`src/rtl/posit_encode_es3_pkg.sv`:
```
`default_nettype none
// ============================================================================
// Package  : posit_defines_es3
// Desc     : Shared Posit-32/ES=3 constants and the decoded-sum record type.
// Revision : 1.0 - initial release
// ============================================================================
package posit_defines_es3;

  localparam int NBITS     = 32;
  localparam int ES        = 3;
  localparam int FBITS     = 26;
  localparam int ABITS     = FBITS + 4;
  localparam int MAX_SCALE = (NBITS - 2) << ES;

  localparam int F_CARRY  = 29;
  localparam int F_HIDDEN = 28;
  localparam int F_GUARD  = 1;
  localparam int F_STICKY = 0;

  localparam logic [NBITS-1:0] POSIT_NAR    = 32'h8000_0000;
  localparam logic [NBITS-1:0] POSIT_MAXPOS = 32'h7FFF_FFFF;
  localparam logic [NBITS-1:0] POSIT_MINPOS = 32'h0000_0001;

  typedef struct packed {
    logic                    sign;
    logic signed [8:0]       scale;
    logic        [ABITS-1:0] fraction;
    logic                    inf;
    logic                    zero;
  } value_sum;

endpackage
`default_nettype wire

```
`src/rtl/posit_encode_es3_if.sv`:
```
`default_nettype none
// ============================================================================
// Interface : posit_encode_es3_if
// Desc      : Valid/ready input (decoded sum) and output (posit word) channels.
// Revision  : 1.0 - initial release
// ============================================================================
interface posit_encode_es3_if;
  import posit_defines_es3::*;

  logic             in_valid;
  logic             in_ready;
  value_sum         in_data;
  logic             out_valid;
  logic             out_ready;
  logic [NBITS-1:0] out_posit;

  modport master (
    output in_valid, in_data, out_ready,
    input  in_ready, out_valid, out_posit
  );

  modport slave (
    input  in_valid, in_data, out_ready,
    output in_ready, out_valid, out_posit
  );
endinterface
`default_nettype wire

```
`src/rtl/posit_encode_es3_lzc.sv`:
```
`default_nettype none
// ============================================================================
// Module   : posit_lzc
// Desc     : Combinational leading-zero count; all-zero input returns W.
// Revision : 1.0 - initial release
// ============================================================================
module posit_lzc #(
  parameter int W = 29
) (
  input  wire  [W-1:0]             i_bits,
  output logic [$clog2(W+1)-1:0]   o_count
);
  localparam int c_cw = $clog2(W + 1);

  logic w_found;

  always_comb begin
    o_count = '0;
    w_found = 1'b0;
    for (int i = W - 1; i >= 0; i--) begin
      if (i_bits[i]) begin
        w_found = 1'b1;
      end else if (!w_found) begin
        o_count = o_count + c_cw'(1);
      end
    end
  end
endmodule
`default_nettype wire

```
`src/rtl/posit_encode_es3.sv`:
```
`default_nettype none
// ============================================================================
// Module   : posit_encode_es3
// Desc     : 3-stage stallable Posit-32/ES=3 encoder (normalise, pack, round).
// Revision : 1.0 - initial release
// ============================================================================
module posit_encode_es3
  import posit_defines_es3::*;
(
  input  wire               clk,
  input  wire               reset_n,
  posit_encode_es3_if.slave bus
);
  localparam int                c_lz_w      = $clog2(F_HIDDEN + 2);
  localparam logic signed [9:0] c_max_scale = 10'(MAX_SCALE);
  localparam logic signed [9:0] c_min_scale = -c_max_scale;

  // Pipeline state
  logic                    r_v1, r_v2, r_v3;
  logic                    r_s1_sign, r_s1_nar, r_s1_zero;
  logic signed [9:0]       r_s1_scale;
  logic [F_HIDDEN-1:0]     r_s1_frac;
  logic                    r_s2_sign, r_s2_nar, r_s2_zero;
  logic [NBITS-2:0]        r_s2_mag;
  logic                    r_s2_round, r_s2_sticky;
  logic [NBITS-1:0]        r_posit;

  logic                    w_ld1, w_ld2, w_ld3;
  value_sum                w_in;
  logic [c_lz_w-1:0]       w_lz;
  logic [F_HIDDEN:0]       w_norm;
  logic signed [9:0]       w_scale_ext, w_s1_scale;
  logic                    w_s1_zero;

  assign w_ld3 = !r_v3 || bus.out_ready;
  assign w_ld2 = !r_v2 || w_ld3;
  assign w_ld1 = !r_v1 || w_ld2;

  assign bus.in_ready  = w_ld1;
  assign bus.out_valid = r_v3;
  assign bus.out_posit = r_posit;

  // ---------------- S1: normalise so the leading one sits at the hidden bit
  assign w_in        = bus.in_data;
  assign w_scale_ext = {w_in.scale[8], w_in.scale};

  posit_lzc #(.W(F_HIDDEN + 1)) u_lzc (
    .i_bits  (w_in.fraction[F_HIDDEN:0]),
    .o_count (w_lz)
  );

  always_comb begin
    w_norm     = '0;
    w_s1_scale = w_scale_ext;
    if (w_in.fraction[F_CARRY]) begin
      w_norm     = {w_in.fraction[F_CARRY:F_GUARD+1], |w_in.fraction[F_GUARD:F_STICKY]};
      w_s1_scale = w_scale_ext + 10'sd1;
    end else begin
      w_norm     = w_in.fraction[F_HIDDEN:0] << w_lz;
      w_s1_scale = w_scale_ext - $signed(10'(w_lz));
    end
  end

  // No leading one anywhere means the fraction was all zeros
  assign w_s1_zero = w_in.zero || !w_norm[F_HIDDEN];

  // ---------------- S2: regime/exponent/fraction string, cut at 31 bits
  logic signed [9:0]  w_k;
  logic [9:0]         w_shamt;
  logic signed [63:0] w_seed, w_str;
  logic [NBITS-2:0]   w_s2_mag;
  logic               w_s2_round, w_s2_sticky;

  assign w_k     = r_s1_scale >>> ES;
  assign w_shamt = w_k[9] ? ~w_k : w_k;
  // Seed 10 replicates into k+1 ones under the arithmetic shift; seed 01 gives -k zeros then 1
  assign w_seed  = {~w_k[9], w_k[9], r_s1_scale[ES-1:0], r_s1_frac, 31'b0};
  assign w_str   = w_seed >>> w_shamt;

  always_comb begin
    w_s2_mag    = w_str[63:33];
    w_s2_round  = w_str[32];
    w_s2_sticky = |w_str[31:0];
    if (r_s1_scale > c_max_scale) begin
      w_s2_mag    = POSIT_MAXPOS[NBITS-2:0];
      w_s2_round  = 1'b0;
      w_s2_sticky = 1'b0;
    end else if (r_s1_scale < c_min_scale) begin
      w_s2_mag    = POSIT_MINPOS[NBITS-2:0];
      w_s2_round  = 1'b0;
      w_s2_sticky = 1'b0;
    end
  end

  // ---------------- S3: round to nearest even, clamp, apply sign and specials
  logic             w_inc;
  logic [NBITS-1:0] w_mag_r, w_mag_c, w_signed, w_s3_posit;

  assign w_inc   = r_s2_round && (r_s2_sticky || r_s2_mag[0]);
  assign w_mag_r = {1'b0, r_s2_mag} + {{(NBITS-1){1'b0}}, w_inc};

  always_comb begin
    w_mag_c = w_mag_r;
    if (w_mag_r[NBITS-1]) begin
      w_mag_c = POSIT_MAXPOS;
    end else if (w_mag_r == '0) begin
      w_mag_c = POSIT_MINPOS;
    end
  end

  assign w_signed   = r_s2_sign ? (~w_mag_c + 32'd1) : w_mag_c;
  assign w_s3_posit = r_s2_nar ? POSIT_NAR : (r_s2_zero ? '0 : w_signed);

  always_ff @(posedge clk or negedge reset_n) begin
    if (!reset_n) begin
      r_v1        <= 1'b0;
      r_v2        <= 1'b0;
      r_v3        <= 1'b0;
      r_s1_sign   <= 1'b0;
      r_s1_nar    <= 1'b0;
      r_s1_zero   <= 1'b0;
      r_s1_scale  <= '0;
      r_s1_frac   <= '0;
      r_s2_sign   <= 1'b0;
      r_s2_nar    <= 1'b0;
      r_s2_zero   <= 1'b0;
      r_s2_mag    <= '0;
      r_s2_round  <= 1'b0;
      r_s2_sticky <= 1'b0;
      r_posit     <= '0;
    end else begin
      if (w_ld1) begin
        r_v1 <= bus.in_valid;
        if (bus.in_valid) begin
          r_s1_sign  <= w_in.sign;
          r_s1_nar   <= w_in.inf;
          r_s1_zero  <= w_s1_zero;
          r_s1_scale <= w_s1_scale;
          r_s1_frac  <= w_norm[F_HIDDEN-1:0];
        end
      end
      if (w_ld2) begin
        r_v2 <= r_v1;
        if (r_v1) begin
          r_s2_sign   <= r_s1_sign;
          r_s2_nar    <= r_s1_nar;
          r_s2_zero   <= r_s1_zero;
          r_s2_mag    <= w_s2_mag;
          r_s2_round  <= w_s2_round;
          r_s2_sticky <= w_s2_sticky;
        end
      end
      if (w_ld3) begin
        r_v3 <= r_v2;
        if (r_v2) begin
          r_posit <= w_s3_posit;
        end
      end
    end
  end
endmodule
`default_nettype wire

```
`src/flat_wrapper.sv`:
```
// flat-port wrapper written by rule: the top's interface ports become plain ports
module posit_encode_es3_flat import posit_defines_es3::*;
  (clk, reset_n, bus_in_valid, bus_in_data, bus_out_ready, bus_in_ready, bus_out_valid, bus_out_posit);
  posit_encode_es3_if bus_i ();
  input  wire clk;
  input  wire reset_n;
  input wire logic [$bits(bus_i.in_valid)-1:0] bus_in_valid;
  input wire logic [$bits(bus_i.in_data)-1:0] bus_in_data;
  input wire logic [$bits(bus_i.out_ready)-1:0] bus_out_ready;
  output wire logic [$bits(bus_i.in_ready)-1:0] bus_in_ready;
  output wire logic [$bits(bus_i.out_valid)-1:0] bus_out_valid;
  output wire logic [$bits(bus_i.out_posit)-1:0] bus_out_posit;
  assign bus_i.in_valid = bus_in_valid;
  assign bus_i.in_data = bus_in_data;
  assign bus_i.out_ready = bus_out_ready;
  assign bus_in_ready = bus_i.in_ready;
  assign bus_out_valid = bus_i.out_valid;
  assign bus_out_posit = bus_i.out_posit;
  posit_encode_es3 u_core (.clk(clk), .reset_n(reset_n), .bus(bus_i));
endmodule
```
`config.mk`:
```
export PLATFORM = sky130hd
export DESIGN_NAME = posit_encode_es3_flat
export DESIGN_NICKNAME = d
export VERILOG_FILES = /design/src/rtl/posit_encode_es3_pkg.sv /design/src/rtl/posit_encode_es3_if.sv /design/src/rtl/posit_encode_es3_lzc.sv /design/src/rtl/posit_encode_es3.sv /design/src/flat_wrapper.sv
export SDC_FILE = /design/constraint.sdc
export NUM_CORES = 1
export LEC_CHECK = 0
export ABC_CLOCK_PERIOD_IN_PS = 11200
export CORE_UTILIZATION = 35
export DETAILED_ROUTE_END_ITERATION = 10
export GPL_TIMING_DRIVEN = 0
export MAX_ROUTING_LAYER = met4
export PLACE_DENSITY = 0.59
export SETUP_SLACK_MARGIN = 0.02
export SYNTH_ARGS = -nofsm -noshare
export SYNTH_HDL_FRONTEND = slang
export SYNTH_HIERARCHICAL = 1
export SYNTH_SLANG_ARGS = --single-unit
```
`constraint.sdc`:
```
create_clock -name clk -period 11.2 [get_ports clk]
set_input_delay 3.36 -clock clk [delete_from_list [all_inputs] [get_ports clk]]
set_output_delay 3.36 -clock clk [all_outputs]
set_load 0.02 [all_outputs]
```
==> impl_results.md <==
- Status: finished with violations
- Violated checks: negative setup slack
- Worst slew pin tran: 1330 ps
- Final setup vio count: 38
- Dominant cell type by area after synthesis: dfrtp_1
- Crit path time final: 15170 ps
- LEAKAGE: 6.76 nW
- Longest Clk Path Bufs: 2
- CTS Hold Buffers Added: 0
- CP Data Required Time: 11420 ps
- Distinct cells, synth: 108
- Peak supply drop: 0.0000882 V
- Initial core utilization: 35.6%
- CP arrival: 15390 ps
- Avg Cell Area, Syn: 7.66 um^2
- Fin Hold WS: 479 ps
- DRC: 0
- Worst Clk Skew: 12.7 ps
- Top FF cell, synth: dfrtp_1
- Synthesis-to-finish area growth: 24.5%
- Row Count: 73
- Beginning of the worst hold path: u_core/r_s1_zero
- Layout net count: 2111
- Combinational share of power: 70.2%
- Gpl congestion: 0.955
- Unrepaired setup endpoints after global routing: true
- Number of antenna diodes: 0
- Clock root buffer: clkbuf_16
- GR Util All Layers: 25.1%
- Int Power: 1.61 mW
- CP top delay family: compound AO/OA/AOI/OAI gates
- Antenna violations before repair: 0
- Final HPWL DP: 40100 um
- Vias in the first global route: 14400
- Fmax: 65.9 MHz
- Layout cells sized above 1: 19.4%
- Num CTS Buffers: 9
- # IOs: 80
- Starting DRT DRC Count: 1335
- Critical path class: input port to register
- First-pass GRT wire length: 80600 um
- Syn Inst Count: 1855
- Worst r2r dst: u_core/bus.out_posit[26]
- Die footprint: 41400 um^2
- Drt total wl: 52000 um
- Worst Hold Path EP: u_core/r_s1_zero
- Worst Path Buf+Inv: 9
- Hold path depth: 2
- Clock power share: 9.8%
- Clk sinks: 112
- Core ar.: 39900 um^2
- Largest net degree at the start of global routing: 80
- CP endpoint kind: register
- Worst Hold Class: register to register
- Worst-Skew Late Latency: 380 ps
- Fraction of registers with async set/reset: 100%
- PwrDens: 186 nW/um^2
- Sequential-to-total area share from yosys stat: 19.7%
- Post-Syn Area: 14200 um^2
- Via count: 15100
- Register bit count reported by yosys: 112
- CP most frequent cell: ha_1
- Critical Path Start Type: input port
- Dominant cells by area after synthesis: dfrtp_1, mux4_2, nand2_1
- H-tree depth: 3
- EDFF count, synth: 0
- Count of final hold-check violations: 0
- Sw frac: 51.1%
- Slew Limit Fails: 0
- Slew HR: 10.8%
- Via-per-instance ratio: 5.93
- Net Count, Synth: 1944
- CTS tree: built
- Period utilisation layout: 135%
- Post-Place Cells: 2460
- Reg2reg start: u_core/r_s2_mag[0]
- Yosys top cell area share: 19.7%
- CP peak stage delay: 440 ps
- Clk slew on worst S/H paths: 80 ps
- Reg2Reg Depth: 20
- Fin cells: 2552
- Ys Warns: 6
- Antenna-violating nets left: 0
- Final Worst Setup Slack: -3970 ps
- IO buf count: 79
- Flop pwr share: 20.0%
- WL/cell: 20.4 um
- Final Power: 3.30 mW
- Crit-path slowest cell: a2111o_1
- Worst-path fanout max: 8
- Die X: 204 um
- R2r setup slk: 5020 ps
- Switching power: 1.69 mW
- Max_cap viols: 0
- Drt pass-1 iters: 5
- Overflow left after global routing: 0
- Die height: 204 um
## layout by cell type (no fill, tap or decap), types with 37 or more instances in the layout
cell type / netlist / final
nand2_1: 232 / 219
nor2_1: 201 / 184
dfrtp_1: 112 / 112
o21ai_0: 152 / 108
clkbuf_1: 94 / 85
a21oi_1: 101 / 81
clkdlybuf4s50_1: 0 / 72
xnor2_1: 73 / 68
mux2i_1: 76 / 68
buf_4: 5 / 65
o21ai_1: 12 / 45
inv_1: 47 / 43
mux4_2: 42 / 42
nor3_1: 42 / 37
## synthesized netlist by cell type (20+ instances only)
cell	instances
xor2_1	33
a211oi_1	23
o21ai_0	152
nand3_1	36
nor4_1	21
xnor2_1	73
nand2_1	232
ha_1	42
nor3_1	42
nand4_1	22
buf_1	20
dfrtp_1	112
mux4_2	42
and2_1	22
nor2_1	201
o22ai_1	36
clkbuf_1	94
nor2b_1	25
nand2b_1	34
inv_1	47
a21oi_1	101
mux2i_1	76
## worst register-to-register path, cell delays in order, from the launching register on
cell	delay, ps
dfrtp_1	390
nor2_1	60
nor2_1	90
ha_1	270
ha_1	290
and3_1	180
clkbuf_1	260
nand4_1	460
nor3_1	470
nor3_1	150
o22ai_1	420
nor3_1	210
nor3_1	530
ha_1	270
o21ai_0	150
nor3_1	350
nand4_1	320
or4_1	580
o31ai_1	280
xor2_1	230
o21ai_0	120
## routing by layer
| layer | wire, um | part of all wire [%] | global-route usage, % | up-vias |
|---|---|---|---|---|
| met5 | 0 | 0 | - | - |
| met4 | 1540 | 3.0 | 8.46 | 0 |
| met3 | 2510 | 4.8 | 2.29 | 90 |
| met2 | 25100 | 48 | 41.5 | 558 |
| met1 | 22800 | 44 | 32.2 | 7379 |
| li1 | - | - | - | 7104 |
## kinds of logic (layout without fill, tap and decap cells)
logic type                 Yosys count  after routing  share of synthesized area, %
AOI/OAI and AO/OA                  500            500                          22.4
adders and majority gates           56             56                          4.76
muxes                              139            139                          13.8
xor gates and xnor gates           118            118                          8.38
buffers and inverters              190            362                          5.41
DFF                                112            112                          19.7
and+or+nand+nor                    740            740                          25.5
## worst max-delay path by stage
stage                          from              endpoint  cells past startpoint
global route        bus_in_data[29]  u_core/r_s1_scale[9]                     76
finish              bus_in_data[29]  u_core/r_s1_scale[9]                     74
floorplan           bus_in_data[28]  u_core/r_s1_scale[8]                     69
detailed placement  bus_in_data[29]  u_core/r_s1_scale[8]                     71
CTS                 bus_in_data[30]  u_core/r_s1_scale[8]                     71
global placement    bus_in_data[29]  u_core/r_s1_scale[9]                     69
## stage by stage
step | setup TNS [ps] | worst slack, ps | area [um^2] | utilization [%]
CTS | -123200 | -3910 | 17200 | 43.2
global placement | -186060 | -5810 | 16000 | 40.0
finish | -129980 | -3970 | 17700 | 44.4
global route | -154690 | -4680 | 17700 | 44.4
floorplan | -96270 | -3450 | 14500 | -
detailed placement | -189480 | -5900 | 16000 | 40.1
## area by class of cell
type | instances | area [um^2]
buffer | 139 | 753
inverter | 51 | 200
fill | 3983 | 22200
multi-input combinational | 1553 | 11500
sequential | 112 | 2800
timing repair buffer | 156 | 1530
clock inverter | 6 | 62.6
clock buffer | 10 | 229
tap | 525 | 657
## power groups by stage
stage	registers, mW	logic (mW)	clock network, mW
2_1_floorplan	0.697	1.47	0
3_3_place_gp	0.663	2.18	0
3_5_place_dp	0.669	2.18	0
4_1_cts	0.660	2.25	0.335
5_1_grt	0.678	2.49	0.351
6_report	0.660	2.31	0.324
## flip-flops by register name (all words and copies together) (netlist names)
register and count:
u_core/r_s2_mag 31, u_core/r_s2_sign 1, u_core/r_s2_zero 1, u_core/r_s1_scale 10, u_core/bus.out_posit 32, u_core/r_s2_sticky 1
u_core/bus.out_valid 1, u_core/r_s2_round 1, u_core/r_s1_zero 1, u_core/r_s2_nar 1, u_core/r_v2 1, u_core/r_v1 1
u_core/r_s1_sign 1, u_core/r_s1_nar 1, u_core/r_s1_frac 28
## what timing repair did
item                                    in CTS  in global routing
setup buffers                               51                 24
cloned                                       1                  0
endpoints found under the setup margin      38                 38
pin swaps                                   93                 87
resized for setup                          173                 62
Note: power is estimated with default switching activity, not from simulation.
